<file path="config.mk">
export PLATFORM = sky130hd
export DESIGN_NAME = control_sequencer
export DESIGN_NICKNAME = d
export VERILOG_FILES = /design/src/rtl/control_sequencer.sv
export SDC_FILE = /design/constraint.sdc
export NUM_CORES = 1
export LEC_CHECK = 0
export BUFFER_PORTS_ARGS = -buffer_cell sky130_fd_sc_hd__buf_2
export CAP_MARGIN = 20
export CORE_UTILIZATION = 37
export DETAILED_ROUTE_END_ITERATION = 10
export PLACE_DENSITY = 0.78
export RECOVER_POWER = 25
export SLEW_MARGIN = 30
export SYNTH_ARGS = -nofsm -noshare
export SYNTH_HDL_FRONTEND = slang
export SYNTH_SLANG_ARGS = --single-unit
export TNS_END_PERCENT = 10
</file>
<file path="constraint.sdc">
create_clock -name clock -period 2.5 [get_ports clock]
set_clock_uncertainty 0.05 [all_clocks]
set_input_delay 0.625 -clock clock [delete_from_list [all_inputs] [get_ports clock]]
set_output_delay 0.625 -clock clock [all_outputs]
set_load 0.01 [all_outputs]
</file>
<file path="src/rtl/control_sequencer.sv">
// control_sequencer: hardwired control unit for a simple 32-bit datapath.
// It sequences fetch (T0-T2) and execute (T3-T6) steps and decodes every
// strobe combinationally from the current step and the instruction register.
module control_sequencer (
    input  logic        clock,
    input  logic        clear,
    input  logic        run,
    input  logic [31:0] ir,
    output logic [15:0] reg_in,
    output logic [15:0] reg_out,
    output logic        PCin,
    output logic        IRin,
    output logic        Yin,
    output logic        Zin,
    output logic        MARin,
    output logic        MDRin,
    output logic        HIin,
    output logic        LOin,
    output logic        PCout,
    output logic        MDRout,
    output logic        Zhighout,
    output logic        Zlowout,
    output logic        HIout,
    output logic        LOout,
    output logic        IncPC,
    output logic        Read,
    output logic [12:0] alu_sel,
    output logic        done,
    output logic        halted,
    output logic        illegal,
    output logic [3:0]  state
);

    typedef enum logic [3:0] {
        S_IDLE   = 4'd0,
        S_T0     = 4'd1,
        S_T1     = 4'd2,
        S_T2     = 4'd3,
        S_T3     = 4'd4,
        S_T4     = 4'd5,
        S_T5     = 4'd6,
        S_T6     = 4'd7,
        S_HALTED = 4'd8
    } state_t;

    typedef enum logic [2:0] {
        K_BIN,
        K_UNARY,
        K_MULDIV,
        K_NOP,
        K_HALT,
        K_ILL
    } kind_t;

    state_t      state_q, state_d;
    kind_t       kind;
    logic [12:0] alu_bit;
    logic [4:0]  opcode;
    logic [3:0]  ra, rb, rc;
    logic        unused_ir_bits;

    assign opcode         = ir[31:27];
    assign ra             = ir[26:23];
    assign rb             = ir[22:19];
    assign rc             = ir[18:15];
    assign unused_ir_bits = ^ir[14:0];
    assign state          = state_q;

    function automatic logic [15:0] onehot16(input logic [3:0] idx);
        onehot16 = 16'd1 << idx;
    endfunction

    // Opcode decode: instruction class and the ALU function it selects
    always_comb begin
        kind    = K_ILL;
        alu_bit = '0;
        case (opcode)
            5'b00000: begin kind = K_BIN;    alu_bit[0]  = 1'b1; end // ADD
            5'b00001: begin kind = K_BIN;    alu_bit[1]  = 1'b1; end // SUB
            5'b00010: begin kind = K_BIN;    alu_bit[2]  = 1'b1; end // AND
            5'b00011: begin kind = K_BIN;    alu_bit[3]  = 1'b1; end // OR
            5'b00100: begin kind = K_BIN;    alu_bit[7]  = 1'b1; end // ROR
            5'b00101: begin kind = K_BIN;    alu_bit[8]  = 1'b1; end // ROL
            5'b00110: begin kind = K_BIN;    alu_bit[4]  = 1'b1; end // SHR
            5'b00111: begin kind = K_BIN;    alu_bit[5]  = 1'b1; end // SHRA
            5'b01000: begin kind = K_BIN;    alu_bit[6]  = 1'b1; end // SHL
            5'b01111: begin kind = K_MULDIV; alu_bit[11] = 1'b1; end // MUL
            5'b10000: begin kind = K_MULDIV; alu_bit[12] = 1'b1; end // DIV
            5'b10001: begin kind = K_UNARY;  alu_bit[9]  = 1'b1; end // NEG
            5'b10010: begin kind = K_UNARY;  alu_bit[10] = 1'b1; end // NOT
            5'b11010: kind = K_NOP;
            5'b11011: kind = K_HALT;
            default:  kind = K_ILL;
        endcase
    end

    // Step sequencing and strobe decode; every strobe defaults low
    always_comb begin
        state_d  = state_q;
        reg_in   = '0;
        reg_out  = '0;
        alu_sel  = '0;
        PCin     = 1'b0;
        IRin     = 1'b0;
        Yin      = 1'b0;
        Zin      = 1'b0;
        MARin    = 1'b0;
        MDRin    = 1'b0;
        HIin     = 1'b0;
        LOin     = 1'b0;
        PCout    = 1'b0;
        MDRout   = 1'b0;
        Zhighout = 1'b0;
        Zlowout  = 1'b0;
        HIout    = 1'b0;
        LOout    = 1'b0;
        IncPC    = 1'b0;
        Read     = 1'b0;
        done     = 1'b0;
        halted   = 1'b0;
        illegal  = 1'b0;
        case (state_q)
            S_IDLE: state_d = run ? S_T0 : S_IDLE;
            S_T0: begin
                PCout   = 1'b1;
                MARin   = 1'b1;
                IncPC   = 1'b1;
                Zin     = 1'b1;
                state_d = S_T1;
            end
            S_T1: begin
                Zlowout = 1'b1;
                PCin    = 1'b1;
                Read    = 1'b1;
                MDRin   = 1'b1;
                state_d = S_T2;
            end
            S_T2: begin
                MDRout  = 1'b1;
                IRin    = 1'b1;
                state_d = S_T3;
            end
            S_T3: begin
                state_d = S_T4;
                case (kind)
                    K_BIN: begin
                        reg_out = onehot16(rb);
                        Yin     = 1'b1;
                    end
                    K_MULDIV: begin
                        reg_out = onehot16(ra);
                        Yin     = 1'b1;
                    end
                    K_NOP: begin
                        done    = 1'b1;
                        state_d = run ? S_T0 : S_IDLE;
                    end
                    K_HALT: begin
                        done    = 1'b1;
                        state_d = S_HALTED;
                    end
                    K_ILL: begin
                        illegal = 1'b1;
                        done    = 1'b1;
                        state_d = run ? S_T0 : S_IDLE;
                    end
                    default: ;
                endcase
            end
            S_T4: begin
                // Binary ops take their second operand from Rc; unary and MUL/DIV from Rb
                reg_out = (kind == K_BIN) ? onehot16(rc) : onehot16(rb);
                alu_sel = alu_bit;
                Zin     = 1'b1;
                state_d = S_T5;
            end
            S_T5: begin
                Zlowout = 1'b1;
                if (kind == K_MULDIV) begin
                    LOin    = 1'b1;
                    state_d = S_T6;
                end else begin
                    reg_in  = onehot16(ra);
                    done    = 1'b1;
                    state_d = run ? S_T0 : S_IDLE;
                end
            end
            S_T6: begin
                Zhighout = 1'b1;
                HIin     = 1'b1;
                done     = 1'b1;
                state_d  = run ? S_T0 : S_IDLE;
            end
            S_HALTED: halted = 1'b1;
            default: state_d = S_IDLE;
        endcase
    end

    // Step register; clear returns to IDLE immediately
    always_ff @(posedge clock or negedge clear) begin
        if (!clear) state_q <= S_IDLE;
        else        state_q <= state_d;
    end

endmodule

</file>
==> metrics.md, run 1 <==
| Metric | Value |
|---|---|
| Largest net degree at the start of global routing | 13 |
| Synth cell types | 49 |
| Top Usage Layer GRT | met2 |
| Die Span X | 62.1 µm |
| First-pass GRT wire length | 6.96 mm |
| #FFs+latches synth | 4 |
| M3 GR Usage | 0.0186 |
| IO Count | 103 |
| Placer Congestion | 0.857 |
| Clk slew on worst S/H paths | 40 ps |
| Max FFs per register | 4 |
| Final min period | 2830 ps |
| H-tree level count | 1 |
| CP Max Fanout | 5 |
| Number of synthesized flops with an enable pin | 0 |
| IO Port Bufs | 85 |
| Place WS | -372 ps |
| WP data required | 1820 ps |
| Clock Latency Late Sink | 240 ps |
| 1st-pass router iterations | 4 |
| Crit-path slowest cell | or4_4 |
| Mean Syn Cell Area | 6.27 µm² |
| Initial antenna violation count | 0 |
| Leakage | 0.00111 µW |
| Top_reg_cell synth | dfrtp_1 |
| Grt ovf | 0 |
| Setup ws final | -326 ps |
| Kind of critical path | primary input to output port |
| Worst VDD drop | 0.234 mV |
| CP arrival | 2150 ps |
| Worst setup SP type | primary input |
| Pins Over Slew Limit | 0 |
| Worst min-delay path class | primary input to async pin |
| Vias in the first global route | 1592 |
| Util after Layout | 0.629 |
| Cell count after synthesis | 213 |
| Hpwl dp | 3.77 mm |
| Top post-synthesis cells by count | nor2_1 (39), nand2_1 (22), nor3_1 (17), nand3_1 (11), o21ai_0 (11) |
| Grt met2 use | 0.389 |
| CTS tree | yes |
| Failing checks | negative setup slack |
| Final hold violation count | 0 |
| Initial core utilization | 0.394 |
| Total track usage | 0.243 |
| Max stage delay on crit path | 610 ps |
| Root buffer cell | clkbuf_4 |
| Max Cap Viol | 0 |
| Synthesized area | 1340 µm² |
| Status | finished with violations |
| Area delta synth->final | 59.6% |
| R2r setup slk | 940 ps |
| Top-count cell post-synth | nor2_1 |
| Routed Antenna Nets | 0 |
| DIE HEIGHT | 62.1 µm |
| Final WL | 4.67 mm |
| Via/cell ratio | 5.38 |
| Post-CTS Setup Bufs | 0 |
| Post-synth top area cell | nor2_1 |
| Nets | 355 |
| Row cnt | 21 |
| Share of the synthesized area in the top cell type | 0.110 |
| WL/cell | 12.8 µm |
| Crit path capture type | output port |
| Proportion of layout cells with a drive suffix above 1 | 0.469 |
| Vias | 1960 |
| Ys async rst share | 1.00 |
| RSZ-0062 raised after global routing | true |
| Num CTS Buffers | 3 |
| TritonCTS Sinks | 4 |
| GR Util met1 | 0.342 |
| Post-synthesis sequential area ratio | 0.0749 |
| CP cell instances | buf_6 > or4_4 > a2111oi_4 > a32oi_1 > o41ai_4 > buf_2 |
| Final setup vio count | 35 |
| Drt first-iter violations | 111 |
| F_max | 354 MHz |
| Clock buffer depth | 2 |
| # diodes | 0 |
| Syn. warnings | 0 |
| Hold buffer count at CTS | 0 |
| Cell Pwr Density | 405 nW/µm² |
| Leading cell types by total area after synthesis | nor2_1 (11%), dfrtp_1 (7.5%), nor3_1 (6.4%) |
| Core ar. | 3390 µm² |
| Crit share post-route | 1.13 |
| Die area | 3860 µm² |
| Post-route DRC | 0 |
[layout make-up]
type / instances / area (µm²)
clock buffers: 3 / 22.5
multi-input cells: 183 / 1230
inverters: 7 / 26.3
well taps: 46 / 57.6
fillers: 321 / 1260
repair buffers: 121 / 693
flip-flops and latches: 4 / 100
[layer usage]
layer,vias up,wire (µm),share of wire
met5,-,0,0
met4,0,50,0.011
met1,902,2210,0.47
met3,5,210,0.045
li1,987,-,-
met2,66,2190,0.47
[final timing paths]
path / endpoint / start / cells past startpoint
min: state[3] / clear / 1
max in group asynchronous: state[0] / clear / 1
min reg2reg: state[1] / state[3] / 2
max: reg_out[3] / ir[28] / 6
min in group clock: state[1] / state[3] / 2
max reg2reg: state[0] / state[0] / 4
[kinds of logic (layout without fill, tap and decap cells)]
kind of cell,Yosys count,count (layout),share of synthesized area
AND/OR/NAND/NOR,131,131,0.505
AO/OA/AOI/OAI,50,50,0.306
buffers and inverters,27,131,0.111
flip-flops,4,4,0.0749
other,1,2,0.00281
[critical path: cells and delay by family]
family,cells,cell delay [ps]
compound gates,3,660
simple gates,1,610
buf+inv,2,260
[per-stage QoR]
stage / instances / TNS (ps) / hold slack [ps] / cell area [µm²] / power [µW]
6_report: 364 / -5410 / 154 / 2130 / 863
2_1_floorplan: 214 / -705 / 279 / 1410 / 545
3_3_place_gp: 361 / -7420 / 381 / 2040 / 748
4_1_cts: 364 / -5600 / 127 / 2130 / 864
3_5_place_dp: 361 / -7830 / 379 / 2040 / 763
5_1_grt: 364 / -9090 / 171 / 2130 / 936
[layout by cell type (no fill, tap or decap), types with 4 or more instances in the layout]
cell	n
and3_1	4
nand3_2	4
o21ai_0	6
nor2b_1	7
o21ai_1	5
nor3_1	15
nand3_1	7
clkbuf_1	4
buf_4	32
dfrtp_1	4
inv_1	7
buf_2	83
o211ai_1	9
nand4_1	4
nand2_1	21
nand2b_1	9
nor2_1	39
[repair_timing]
item,CTS,global route
gates resized for setup,18,4
endpoints found under the hold margin,0,0
setup endpoints to repair,39,41
pin swaps,5,4
[power by group]
group	internal, µW	total, µW	leakage, µW	switching, µW
registers	88.6	106	0.0000511	17.6
clock network	53.8	82.3	0.0000138	28.5
logic	275	674	0.00105	399
total	418	863	0.00111	445
No activity file was read; power rests on OpenSTA's default activity.
==> inputs of run 2 (changes only) <==
- CORE_UTILIZATION: 37 -> 35
- PLACE_DENSITY: 0.78 -> 0.75
==> run 2 against run 1 <==
Net effect:
- the run still ends with negative setup slack left
- routed wire length grew 1.8%
- total power grew 5.5%
- non-clock buffer count grew 5
- sequential power is essentially flat
==> metrics.md, run 2 (same netlist as run 1, synthesis figures left out) <==
| Metric | Value |
|---|---|
| Status | finished with violations |
| Failing checks | negative setup slack |
| Critical path destination | reg_out[2] |
| Clock buffer depth | 2 |
| CP Max Fanout | 5 |
| Initial antenna violation count | 0 |
| Worst setup path startpoint | ir[31] |
| Crit Reg-Reg Endpoint | state[0] |
| Proportion of layout cells with a drive suffix above 1 | 0.486 |
| Die area | 4070 µm² |
| CP Depth | 7 |
| Routed Antenna Nets | 0 |
| WL/cell | 12.8 µm |
| Total track usage | 0.233 |
| Crit-path slowest cell | or4_4 |
| Commonest cells after routing, fill and taps aside | buf_2 (82), nor2_1 (37), buf_4 (36) |
| Util after Layout | 0.599 |
| First-pass GRT wire length | 7.67 mm |
| IO Count | 103 |
| IO Port Bufs | 85 |
| Final WL | 4.75 mm |
| Leakage | 0.00115 µW |
| Largest net degree at the start of global routing | 13 |
| F_max | 342 MHz |
| Crit path capture type | output port |
| Initial core utilization | 0.365 |
| Buf+Inv Stages, Crit Path | 3 |
| Clk slew on worst S/H paths | 30 ps |
| Pins Over Slew Limit | 0 |
| Hold buffer count at CTS | 0 |
| WP data required | 1820 ps |
| R2r setup slk | 900 ps |
| Grt ovf | 0 |
| Vias in the first global route | 1729 |
| Worst setup SP type | primary input |
| Core ar. | 3660 µm² |
| Worst min-delay path class | primary input to async pin |
| Die Span X | 63.8 µm |
| CTS tree | yes |
| Final min period | 2920 ps |
| 1st-pass router iterations | 4 |
| Via/cell ratio | 5.39 |
| FF-to-FF Start | state[1] |
| Vias | 2000 |
| Nets | 360 |
| Drt first-iter violations | 96 |
| Post-route DRC | 0 |
| H-tree level count | 1 |
| Crit share post-route | 1.17 |
| RSZ-0062 raised after global routing | true |
| Clock Latency Late Sink | 220 ps |
| Max stage delay on crit path | 600 ps |
| Area delta synth->final | 64.0% |
| Row cnt | 22 |
| Worst R2R Path Depth | 7 |
| CP arrival | 2250 ps |
| Kind of critical path | primary input to output port |
| Max Cap Viol | 0 |
| CP cell instances | buf_6 > or4_4 > a2111oi_4 > buf_4 > nand2_2 > o211ai_1 > buf_2 |
| Hpwl dp | 3.73 mm |
| Worst VDD drop | 0.262 mV |
| Num CTS Buffers | 3 |
| Final hold violation count | 0 |
| Placer Congestion | 0.891 |
| CP delay by family, top | simple AND/OR/NAND/NOR gates |
| DIE HEIGHT | 63.8 µm |
| Most common cell after layout, fill and taps aside | buf_2 |
| TritonCTS Sinks | 4 |
| # diodes | 0 |
| Cell Pwr Density | 415 nW/µm² |
| Root buffer cell | clkbuf_8 |
| Setup TNS | -6580 ps |
| Setup ws final | -423 ps |
| Final setup vio count | 37 |
| Max FFs per register | 4 |
==> run 2: where the power goes <==
group | switching, µW | internal (µW) | total (µW)
Combinational | 399 | 270 | 669
Clock | 35.6 | 103 | 138
Sequential | 14.3 | 88.6 | 103
==> run 2: timing repair <==
action,4_1_cts,5_1_grt
buffers inserted,1,0
gates resized for setup,14,11
pin swaps,8,4
setup endpoints to repair,38,41
==> run 2: worst min path at each step <==
stage	startpoint	endpoint	cells after the start
floorplan	clear	state[0]	0
global placement	clear	state[1]	1
detailed placement	clear	state[1]	1
CTS	clear	state[3]	1
global route	clear	state[1]	1
finish	clear	state[3]	1
==> run 2: layout make-up <==
class / instances / area [µm²]
inverters: 7 / 26.3
flip-flops and latches: 4 / 100
repair buffers: 126 / 733
clock buffers: 3 / 41.3
fillers: 355 / 1470
well taps: 48 / 60.1
multi-input cells: 183 / 1230
==> run 2: routing by layer <==
layer / GRT usage / wire (µm)
met2: 0.412 / 2360
met3: 0.0161 / 273
met4: 0.0653 / 38
met1: 0.299 / 2070
met5: 0 / 0
==> run 2: metrics by stage <==
| step | instances | worst slack (ps) | power (µW) | hold WS, ps | instance area, µm² |
|---|---|---|---|---|---|
| final | 371 | -423 | 910 | 172 | 2190 |
| after CTS | 371 | -394 | 921 | 150 | 2170 |
| after global routing | 371 | -478 | 983 | 187 | 2190 |
| after global placement | 367 | -375 | 758 | 381 | 2070 |
| after floorplan | 214 | -85.5 | 545 | 279 | 1410 |
| after detailed placement | 367 | -401 | 770 | 382 | 2070 |
==> inputs of run 3 (changes only) <==
--- a/config.mk
+++ b/config.mk
@@ -11,2 +11,3 @@
 export DETAILED_ROUTE_END_ITERATION = 10
+export GPL_TIMING_DRIVEN = 0
 export PLACE_DENSITY = 0.75
==> constraint.sdc (replaced) <==
create_clock -name clock -period 2.5 [get_ports clock]
set_clock_uncertainty 0.05 [all_clocks]
set_input_delay 0.125 -clock clock [delete_from_list [all_inputs] [get_ports clock]]
set_output_delay 0.125 -clock clock [all_outputs]
set_load 0.01 [all_outputs]
==> run 3 against run 2 <==
Net effect:
- the flow now finishes without violations
- die area unchanged
- core utilization shrank 7.6 points
- sequential cell count unchanged
- worst setup slack better by 470 ps
- critical path type is now flop to output port
- critical endpoint is now reg_out[3]
==> metrics.md, run 3 (same netlist as run 1, synthesis figures left out) <==
| Metric | Value |
|---|---|
| Commonest cells after routing, fill and taps aside | buf_2 (84), nor2_1 (39), nand2_1 (22) |
| Final min period | 2460 ps |
| Die Span X | 63.8 µm |
| Largest net degree at the start of global routing | 11 |
| Clk slew on worst S/H paths | 30 ps |
| Clock Latency Late Sink | 220 ps |
| Worst-Margin Slew | 790 ps |
| WL/cell | 12.8 µm |
| Status | finished clean |
| Root buffer cell | clkbuf_8 |
| M3 GR Usage | 0.00893 |
| H-tree level count | 1 |
| TritonCTS Sinks | 4 |
| Die area | 4070 µm² |
| Proportion of layout cells with a drive suffix above 1 | 0.380 |
| Hpwl dp | 3.54 mm |
| Grt ovf | 0 |
| Placer Congestion | 0.848 |
| First-pass GRT wire length | 7.23 mm |
| Cell area after layout | 1910 µm² |
| Drt first-iter violations | 73 |
| Routed Antenna Nets | 0 |
| CP Max Fanout | 10 |
| Top Usage Layer GRT | met2 |
| Post-CTS Setup Bufs | 0 |
| Final WL | 4.50 mm |
| Num CTS Buffers | 3 |
| Grt met2 use | 0.372 |
| Via/cell ratio | 5.35 |
| Post-route DRC | 0 |
| CTS tree | yes |
| Place WS | 208 ps |
| Worst VDD drop | 0.311 mV |
| Kind of critical path | flop to output port |
| DIE HEIGHT | 63.8 µm |
| Core ar. | 3660 µm² |
| Clock buffer depth | 2 |
| Crit path capture type | output port |
| F_max | 407 MHz |
| Final hold slack | 224 ps |
| RSZ-0062 raised after global routing | true |
| Worst setup SP type | flop |
| CP delay by family, top | simple AND/OR/NAND/NOR gates |
| Final setup vio count | 0 |
| Vias | 1878 |
| Slew headroom | 0.468 |
| Crit-path slowest cell | or4b_4 |
| Nets | 340 |
| Cell Pwr Density | 479 nW/µm² |
| Row cnt | 22 |
| Leakage | 0.000933 µW |
| CP arrival | 2280 ps |
| Setup ws final | 44.2 ps |
| Initial antenna violation count | 0 |
| Max FFs per register | 4 |
| Crit share post-route | 0.982 |
| GR Util met1 | 0.300 |
| # diodes | 0 |
| Total track usage | 0.217 |
| R2r setup slk | 810 ps |
| Dpl cell area | 1830 µm² |
| Worst min-delay path class | primary input to async pin |
| Buf+Inv Stages, Crit Path | 2 |
| Pins Over Slew Limit | 0 |
| Tot Pwr | 917 µW |
| WP data required | 2330 ps |
| 1st-pass router iterations | 4 |
| Max stage delay on crit path | 570 ps |
| Most common cell after layout, fill and taps aside | buf_2 |
| Max Cap Viol | 0 |
| Final hold violation count | 0 |
| Initial core utilization | 0.365 |
| Area delta synth->final | 43.3% |
| CP cell instances | or4b_4 > buf_6 > a21oi_4 > nor2_4 > o41ai_2 > buf_2 |
| IO Count | 103 |
| Vias in the first global route | 1571 |
| IO Port Bufs | 85 |
[run 3: final timing paths]
path / start / endpoint / cells after the start
hold / removal: clear / state[1] / 2
setup / recovery: state[1] / reg_out[3] / 6
max in group asynchronous: clear / state[3] / 2
min in group clock: run / state[0] / 5
hold reg to reg: state[0] / state[0] / 4
setup reg to reg: state[3] / state[0] / 5
[run 3: routing by layer]
layer	vias to the layer above	share of wire
met1	849	0.46
met3	3	0.064
li1	953	-
met5	-	0
met2	73	0.47
met4	0	0.0047
[run 3: repair_timing]
action,CTS,global route
setup endpoints to repair,5,10
resized for setup,1,5
hold buffers,1,0
endpoints found under the hold margin,4,0
[run 3: area by class of cell]
cell class	count	area [µm²]
Tap cell	48	60.1
Inverter	7	26.3
Timing Repair Buffer	86	432
Clock buffer	3	41.3
Buffer	20	123
Fill cell	383	1750
Sequential cell	4	100
Multi-Input combinational cell	183	1130
[run 3: where the power goes]
part / total (µW) / internal [µW] / leakage [µW] / switching [µW]
combinational: 650 / 276 / 0.000860 / 374
sequential: 128 / 88.2 / 0.0000511 / 39.4
clock: 140 / 103 / 0.0000216 / 36.9
[run 3: worst reg2reg max path, cell delays in order (launching register included)]
cell and delay (ps):
dfrtp_1 400, clkbuf_1 230, nand2b_1 280, nor2_1 360, nand2_1 170, o211ai_1 110
[run 3: metrics by stage]
step,setup TNS (ps),cells,util
6_report,0,351,0.523
5_1_grt,-25.8,351,0.523
4_1_cts,0,351,0.514
3_5_place_dp,0,347,0.499
3_3_place_gp,0,347,0.499
2_1_floorplan,0,214,-
